<file path="src/rtl/rename_queue_if.sv">
// Decoder-to-queue and queue-to-Rename signal bundle.
// slave = the queue; master = decoder/Rename side.
interface rename_queue_if #(
  parameter int DEPTH = 8
);
  localparam int CW = $clog2(DEPTH) + 1;

  logic          id_valid;
  logic [31:0]   id_instr;
  logic [31:0]   id_instrpc;
  logic [4:0]    id_RegA;
  logic [4:0]    id_RegB;
  logic [4:0]    id_RegWr;
  logic [87:0]   id_control;
  logic          halt_rename_queue;

  logic          rq_full;
  logic          rq_almost_full;
  logic [CW-1:0] rq_count;
  logic          rq_valid;
  logic [31:0]   rq_instr;
  logic [31:0]   rq_instrpc;
  logic [4:0]    rq_RegA;
  logic [4:0]    rq_RegB;
  logic [4:0]    rq_RegWr;
  logic [87:0]   rq_control;

  modport slave (
    input  id_valid, id_instr, id_instrpc,
    input  id_RegA, id_RegB, id_RegWr,
    input  id_control, halt_rename_queue,
    output rq_full, rq_almost_full, rq_count,
    output rq_valid, rq_instr, rq_instrpc,
    output rq_RegA, rq_RegB, rq_RegWr,
    output rq_control
  );

  modport master (
    output id_valid, id_instr, id_instrpc,
    output id_RegA, id_RegB, id_RegWr,
    output id_control, halt_rename_queue,
    input  rq_full, rq_almost_full, rq_count,
    input  rq_valid, rq_instr, rq_instrpc,
    input  rq_RegA, rq_RegB, rq_RegWr,
    input  rq_control
  );
endinterface

</file>
<file path="src/rtl/rename_queue.sv">
// In-order FWFT queue between decode and Rename.
// Define RENAME_QUEUE_BYPASS_EN for the empty-queue bypass path.
module rename_queue #(
  parameter int DEPTH       = 8,
  parameter int AFULL_LEVEL = DEPTH - 2
) (
  input  logic          CLK,
  input  logic          RESET,
  input  logic          FLUSH,
  rename_queue_if.slave rq
);
  localparam int AW = $clog2(DEPTH);
  localparam int CW = AW + 1;
  localparam logic [CW-1:0] FULL_C  = CW'(DEPTH);
  localparam logic [CW-1:0] AFULL_C = CW'(AFULL_LEVEL);

  typedef struct packed {
    logic [31:0] instr;
    logic [31:0] pc;
    logic [4:0]  rega;
    logic [4:0]  regb;
    logic [4:0]  regwr;
    logic [87:0] control;
  } entry_t;

  entry_t        mem_q [DEPTH];
  entry_t        mem_d [DEPTH];
  logic [AW-1:0] head_q, head_d;
  logic [AW-1:0] tail_q, tail_d;
  logic [CW-1:0] count_q, count_d;

  entry_t wr_e, head_e, out_e;
  logic   full, empty, valid;
  logic   enq, deq, byp, wr, pop;

  assign wr_e = '{
    instr:   rq.id_instr,
    pc:      rq.id_instrpc,
    rega:    rq.id_RegA,
    regb:    rq.id_RegB,
    regwr:   rq.id_RegWr,
    control: rq.id_control
  };

  always_comb begin
    full   = (count_q == FULL_C);
    empty  = (count_q == '0);
    enq    = rq.id_valid & ~full;
    byp    = 1'b0;
    head_e = mem_q[head_q];
    valid  = ~empty;
`ifdef RENAME_QUEUE_BYPASS_EN
    if (empty && !FLUSH && rq.id_valid) begin
      byp    = 1'b1;
      head_e = wr_e;
      valid  = 1'b1;
    end
`endif
    deq = valid & ~rq.halt_rename_queue;
    // a bypassed entry taken by Rename never lands in the array
    wr  = enq & ~(byp & deq);
    pop = deq & ~byp;
  end

  always_comb begin
    head_d  = head_q;
    tail_d  = tail_q;
    count_d = count_q;
    mem_d   = mem_q;
    if (FLUSH) begin
      head_d  = '0;
      tail_d  = '0;
      count_d = '0;
    end else begin
      if (wr) begin
        mem_d[tail_q] = wr_e;
        tail_d        = tail_q + AW'(1);
      end
      if (pop) head_d = head_q + AW'(1);
      unique case ({wr, pop})
        2'b10:   count_d = count_q + CW'(1);
        2'b01:   count_d = count_q - CW'(1);
        default: count_d = count_q;
      endcase
    end
  end

  always_ff @(posedge CLK) begin
    if (!RESET) begin
      head_q  <= '0;
      tail_q  <= '0;
      count_q <= '0;
    end else begin
      head_q  <= head_d;
      tail_q  <= tail_d;
      count_q <= count_d;
    end
  end

  always_ff @(posedge CLK) begin
    mem_q <= mem_d;
  end

  assign out_e = valid ? head_e : '0;

  assign rq.rq_full        = full;
  assign rq.rq_almost_full = (count_q >= AFULL_C);
  assign rq.rq_count       = count_q;
  assign rq.rq_valid       = valid;
  assign rq.rq_instr       = out_e.instr;
  assign rq.rq_instrpc     = out_e.pc;
  assign rq.rq_RegA        = out_e.rega;
  assign rq.rq_RegB        = out_e.regb;
  assign rq.rq_RegWr       = out_e.regwr;
  assign rq.rq_control     = out_e.control;
endmodule
</file>
<file path="src/flat_wrapper.sv">
// flat-port wrapper written by rule: the top's interface ports become plain ports
module rename_queue_flat 
#(
  parameter int DEPTH       = 8,
  parameter int AFULL_LEVEL = DEPTH - 2
)
  (CLK, RESET, FLUSH, rq_id_valid, rq_id_instr, rq_id_instrpc, rq_id_RegA, rq_id_RegB, rq_id_RegWr, rq_id_control, rq_halt_rename_queue, rq_rq_full, rq_rq_almost_full, rq_rq_count, rq_rq_valid, rq_rq_instr, rq_rq_instrpc, rq_rq_RegA, rq_rq_RegB, rq_rq_RegWr, rq_rq_control);
  rename_queue_if #(.DEPTH(DEPTH)) rq_i ();
  input  logic CLK;
  input  logic RESET;
  input  logic FLUSH;
  input wire logic [$bits(rq_i.id_valid)-1:0] rq_id_valid;
  input wire logic [$bits(rq_i.id_instr)-1:0] rq_id_instr;
  input wire logic [$bits(rq_i.id_instrpc)-1:0] rq_id_instrpc;
  input wire logic [$bits(rq_i.id_RegA)-1:0] rq_id_RegA;
  input wire logic [$bits(rq_i.id_RegB)-1:0] rq_id_RegB;
  input wire logic [$bits(rq_i.id_RegWr)-1:0] rq_id_RegWr;
  input wire logic [$bits(rq_i.id_control)-1:0] rq_id_control;
  input wire logic [$bits(rq_i.halt_rename_queue)-1:0] rq_halt_rename_queue;
  output wire logic [$bits(rq_i.rq_full)-1:0] rq_rq_full;
  output wire logic [$bits(rq_i.rq_almost_full)-1:0] rq_rq_almost_full;
  output wire logic [$bits(rq_i.rq_count)-1:0] rq_rq_count;
  output wire logic [$bits(rq_i.rq_valid)-1:0] rq_rq_valid;
  output wire logic [$bits(rq_i.rq_instr)-1:0] rq_rq_instr;
  output wire logic [$bits(rq_i.rq_instrpc)-1:0] rq_rq_instrpc;
  output wire logic [$bits(rq_i.rq_RegA)-1:0] rq_rq_RegA;
  output wire logic [$bits(rq_i.rq_RegB)-1:0] rq_rq_RegB;
  output wire logic [$bits(rq_i.rq_RegWr)-1:0] rq_rq_RegWr;
  output wire logic [$bits(rq_i.rq_control)-1:0] rq_rq_control;
  assign rq_i.id_valid = rq_id_valid;
  assign rq_i.id_instr = rq_id_instr;
  assign rq_i.id_instrpc = rq_id_instrpc;
  assign rq_i.id_RegA = rq_id_RegA;
  assign rq_i.id_RegB = rq_id_RegB;
  assign rq_i.id_RegWr = rq_id_RegWr;
  assign rq_i.id_control = rq_id_control;
  assign rq_i.halt_rename_queue = rq_halt_rename_queue;
  assign rq_rq_full = rq_i.rq_full;
  assign rq_rq_almost_full = rq_i.rq_almost_full;
  assign rq_rq_count = rq_i.rq_count;
  assign rq_rq_valid = rq_i.rq_valid;
  assign rq_rq_instr = rq_i.rq_instr;
  assign rq_rq_instrpc = rq_i.rq_instrpc;
  assign rq_rq_RegA = rq_i.rq_RegA;
  assign rq_rq_RegB = rq_i.rq_RegB;
  assign rq_rq_RegWr = rq_i.rq_RegWr;
  assign rq_rq_control = rq_i.rq_control;
  rename_queue #(.DEPTH(DEPTH), .AFULL_LEVEL(AFULL_LEVEL)) u_core (.CLK(CLK), .RESET(RESET), .FLUSH(FLUSH), .rq(rq_i));
endmodule
</file>
<file path="config.mk">
export PLATFORM = sky130hd
export DESIGN_NAME = rename_queue_flat
export DESIGN_NICKNAME = d
export VERILOG_FILES = /design/src/rtl/rename_queue_if.sv /design/src/rtl/rename_queue.sv /design/src/flat_wrapper.sv
export SDC_FILE = /design/constraint.sdc
export NUM_CORES = 1
export LEC_CHECK = 0
export CAP_MARGIN = 10
export CORE_ASPECT_RATIO = 1.4
export CORE_MARGIN = 10
export CORE_UTILIZATION = 47
export DETAILED_ROUTE_END_ITERATION = 8
export DONT_BUFFER_PORTS = 1
export PLACE_DENSITY = 0.61
export SYNTH_ARGS = -nofsm -noshare
export SYNTH_HDL_FRONTEND = slang
export SYNTH_SLANG_ARGS = --single-unit
</file>
<file path="constraint.sdc">
create_clock -name CLK -period 26 [get_ports CLK]
set_input_delay 1.3 -clock CLK [delete_from_list [all_inputs] [get_ports CLK]]
set_output_delay 1.3 -clock CLK [all_outputs]
set_load 0.05 [all_outputs]
</file>
==> reports/qor.yml <==
worst_setup_path:
  critPathKind: "flip-flop to primary output"
  regToRegStartpoint: "u_core.rq.rq_count[0]"
  cp-end-kind: "primary output"
  startpoint: "u_core.head_q[2]"
  crit_arrival_ns: 4.44
  crit_fanout: 48
  timing.critical_path.from_type: "flip-flop"
  required_ns: 24.70
timing:
  finalSetupViolations: 0
  worst_slack_ns: 20.26
  unrepaired_setup_endpoints_after_global_routing: "false"
  finalCritPeriodShare_pct: 22.07
  totalNegativeSetupSlack_ns: 0
  fin_crit_ns: 5.739
  timing.max_slew.rel_slack_pct: 19.49
  final_max_slew_viol_count: 0
  worstMarginPinSlew_ns: 1.203
  fmaxAchievable_mhz: 174.3
  finClkSkew_ns: 0.03763
  hold_violations: 0
die:
  design.portCount: 346
  core.rowCount: 143
  die_y_um: 410.6
  core_area_mm2: 0.1084
  starting_density_of_the_core_pct: 47.24
  die_area_mm2: 0.1228
  fp.dieW_um: 299.0
pwr:
  power-per-cell-area_mw_per_mm2: 75.49
  p_leak_nw: 16.63
  peakVddDrop_mv: 0.06829
placement:
  pre_cts_ws_ns: 20.87
  placedCellCount: 3575
  buffer_ports.inserted: 0
  gpl.final_weighted_congestion: 0.7324
  dpl.hpwl_um: 60230
  dpl_cell_area_mm2: 0.05286
yosys:
  synthCells: 2193
  post_synthesis_net_count: 2370
  synth_warnings: 0
  ys.flop_type: "sky130_fd_sc_hd__edfxtp_1"
  synth-edff-count: 1336
  netlist_area_mm2: 0.05122
  syn_avg_cell_area_um2: 23.36
  yosysSeqAreaShare_pct: 78.71
  postSynthRegisterBits: 1346
  synth_cell_types: 34
  synth-async-reset-ratio_pct: 0
global_route:
  grt_antenna_before_repair: 0
  overflow: 0
  globalRouteTotalUtil_pct: 17.57
  grt_first_pass_wirelength_um: 160200
  grt_start_max_net_pins: 151
  via_count_of_the_first_global_routing_pass: 23850
clock_network:
  cts_buffers: 120
  total_of_cells_resized_after_clock_tree_synthesis: 0
  postCtsSetupRepairBufs: 0
  clk_latency_ns: 0.72
  clock-root-buffer: "sky130_fd_sc_hd__clkbuf_16"
  tritoncts_clock_tree: "yes"
  htreeDepth: 3
  cts.sinks: 1346
  postCtsHoldBufs: 0
  cts.reportedPaths.clkPinSlew_ns: 0.06
  max_root_sink_buffers: 3
routing:
  drt_wl_total_um: 108900
  post-route-drc-count: 0
  first_pass_iters: 5
  drt_iter0_drc: 1540
  avgViaCountPerCell: 5.773
  via_count: 21890
  detail_route.wl_per_cell_um: 28.71
  ant_nets: 0
job:
  drv_cap: 0
final_layout:
  finish.utilization_pct: 52.19
  layout-drive-gt1-share_pct: 23.83
  number_of_nets_in_the_final_layout: 2424
  mostFrequentLayoutCells: "1336 x sky130_fd_sc_hd__edfxtp_1, 334 x sky130_fd_sc_hd__mux4_2, 177 x sky130_fd_sc_hd__nor2_1, 168 x sky130_fd_sc_hd__mux2i_1, 121 x sky130_fd_sc_hd__clkbuf_16"
  final_design_area_no_fill_mm2: 0.05659
  final_common_cell: "sky130_fd_sc_hd__edfxtp_1"
  area.growth.synth_to_final_pct: 10.47
  insertedDiodeCount: 0
  final_cells: 3792
worst_hold_path:
  worstHoldPathType: "flip-flop to flip-flop"
  timing.hold.worst.start: "u_core.tail_q[1]"
status:
  outcome: "finished clean"
-- layout make-up --
| type | instances | area [um^2] |
|---|---|---|
| multi-input cells | 730 | 10280 |
| fillers | 8436 | 51840 |
| inverters | 2 | 7.507 |
| flip-flops and latches | 1346 | 40330 |
| clock inverters | 66 | 583.1 |
| clock buffers | 151 | 3141 |
| repair buffers | 47 | 427.9 |
| well taps | 1450 | 1814 |
-- cell usage after synthesis, types with 2 or more instances --
library cell / n / area share [%]
sky130_fd_sc_hd__nor2_1: 180 / 1.3
sky130_fd_sc_hd__o21ai_0: 2 / 0.020
sky130_fd_sc_hd__buf_6: 19 / 0.42
sky130_fd_sc_hd__xor2_1: 5 / 0.085
sky130_fd_sc_hd__buf_4: 3 / 0.044
sky130_fd_sc_hd__buf_1: 6 / 0.044
sky130_fd_sc_hd__nor3_1: 3 / 0.029
sky130_fd_sc_hd__clkbuf_1: 26 / 0.19
sky130_fd_sc_hd__a21oi_1: 5 / 0.049
sky130_fd_sc_hd__ha_1: 5 / 0.12
sky130_fd_sc_hd__edfxtp_1: 1336 / 78
sky130_fd_sc_hd__mux4_2: 334 / 15
sky130_fd_sc_hd__nand2b_1: 3 / 0.037
sky130_fd_sc_hd__xnor2_1: 2 / 0.034
sky130_fd_sc_hd__buf_2: 61 / 0.60
sky130_fd_sc_hd__nand3_1: 4 / 0.039
sky130_fd_sc_hd__dfxtp_1: 10 / 0.39
sky130_fd_sc_hd__nor3b_1: 2 / 0.029
sky130_fd_sc_hd__mux2i_1: 168 / 3.3
sky130_fd_sc_hd__nand2_1: 5 / 0.037
-- final timing paths --
check                                        endpoint  slack (ns)  cells after the start
worst min register to register       u_core.tail_q[1]        0.58                      2
worst min-delay path                 u_core.tail_q[1]        0.58                      2
worst max register to register  u_core.rq.rq_count[2]       21.22                     11
worst max-delay path                rq_rq_instrpc[17]       20.26                      4
-- logic make-up after synthesis --
| group | Yosys count | synth area share, % |
|---|---|---|
| xor gates and xnor gates | 7 | 0.1197 |
| and+or+nand+nor | 206 | 1.663 |
| adders and majority gates | 5 | 0.1221 |
| DFF | 1346 | 78.71 |
| muxes | 502 | 17.97 |
| AOI/OAI and AO/OA | 10 | 0.1075 |
| buffers and inverters | 117 | 1.307 |
-- layer usage --
metal,GRT usage [%],part of all wire [%],up-vias
li1,-,-,9274
met1,20.29,37,11850
met2,30.65,52,598
met3,5.480,7.7,166
met4,6.217,2.8,0
met5,0,0,-
-- state kept, by name, summed over array words and instances (netlist names) --
name,flops
u_core.head_q,3
u_core.mem_q,1336
u_core.tail_q,3
u_core.rq.rq_count,4
-- through the flow --
stage | power [mW] | hold WS (ns)
global placement | 2.634 | 0.5434
CTS | 4.320 | 0.5749
finish | 4.272 | 0.5757
detailed placement | 2.637 | 0.5663
floorplan | 2.611 | 0.5023
global route | 4.409 | 0.6200
-- critical path, stage by stage, from the launching register on --
cell	delay [ns]
sky130_fd_sc_hd__dfxtp_4	0.97
sky130_fd_sc_hd__buf_4	0.75
sky130_fd_sc_hd__buf_4	0.82
sky130_fd_sc_hd__mux2i_1	0.18
sky130_fd_sc_hd__nor2_1	0.90
-- power by group --
group / internal, mW / switching, mW
sequential: 2.41 / 0.00622
clock: 0.925 / 0.760
combinational: 0.0416 / 0.133
total: 3.37 / 0.899
Note: power is estimated with default switching activity, not from simulation.
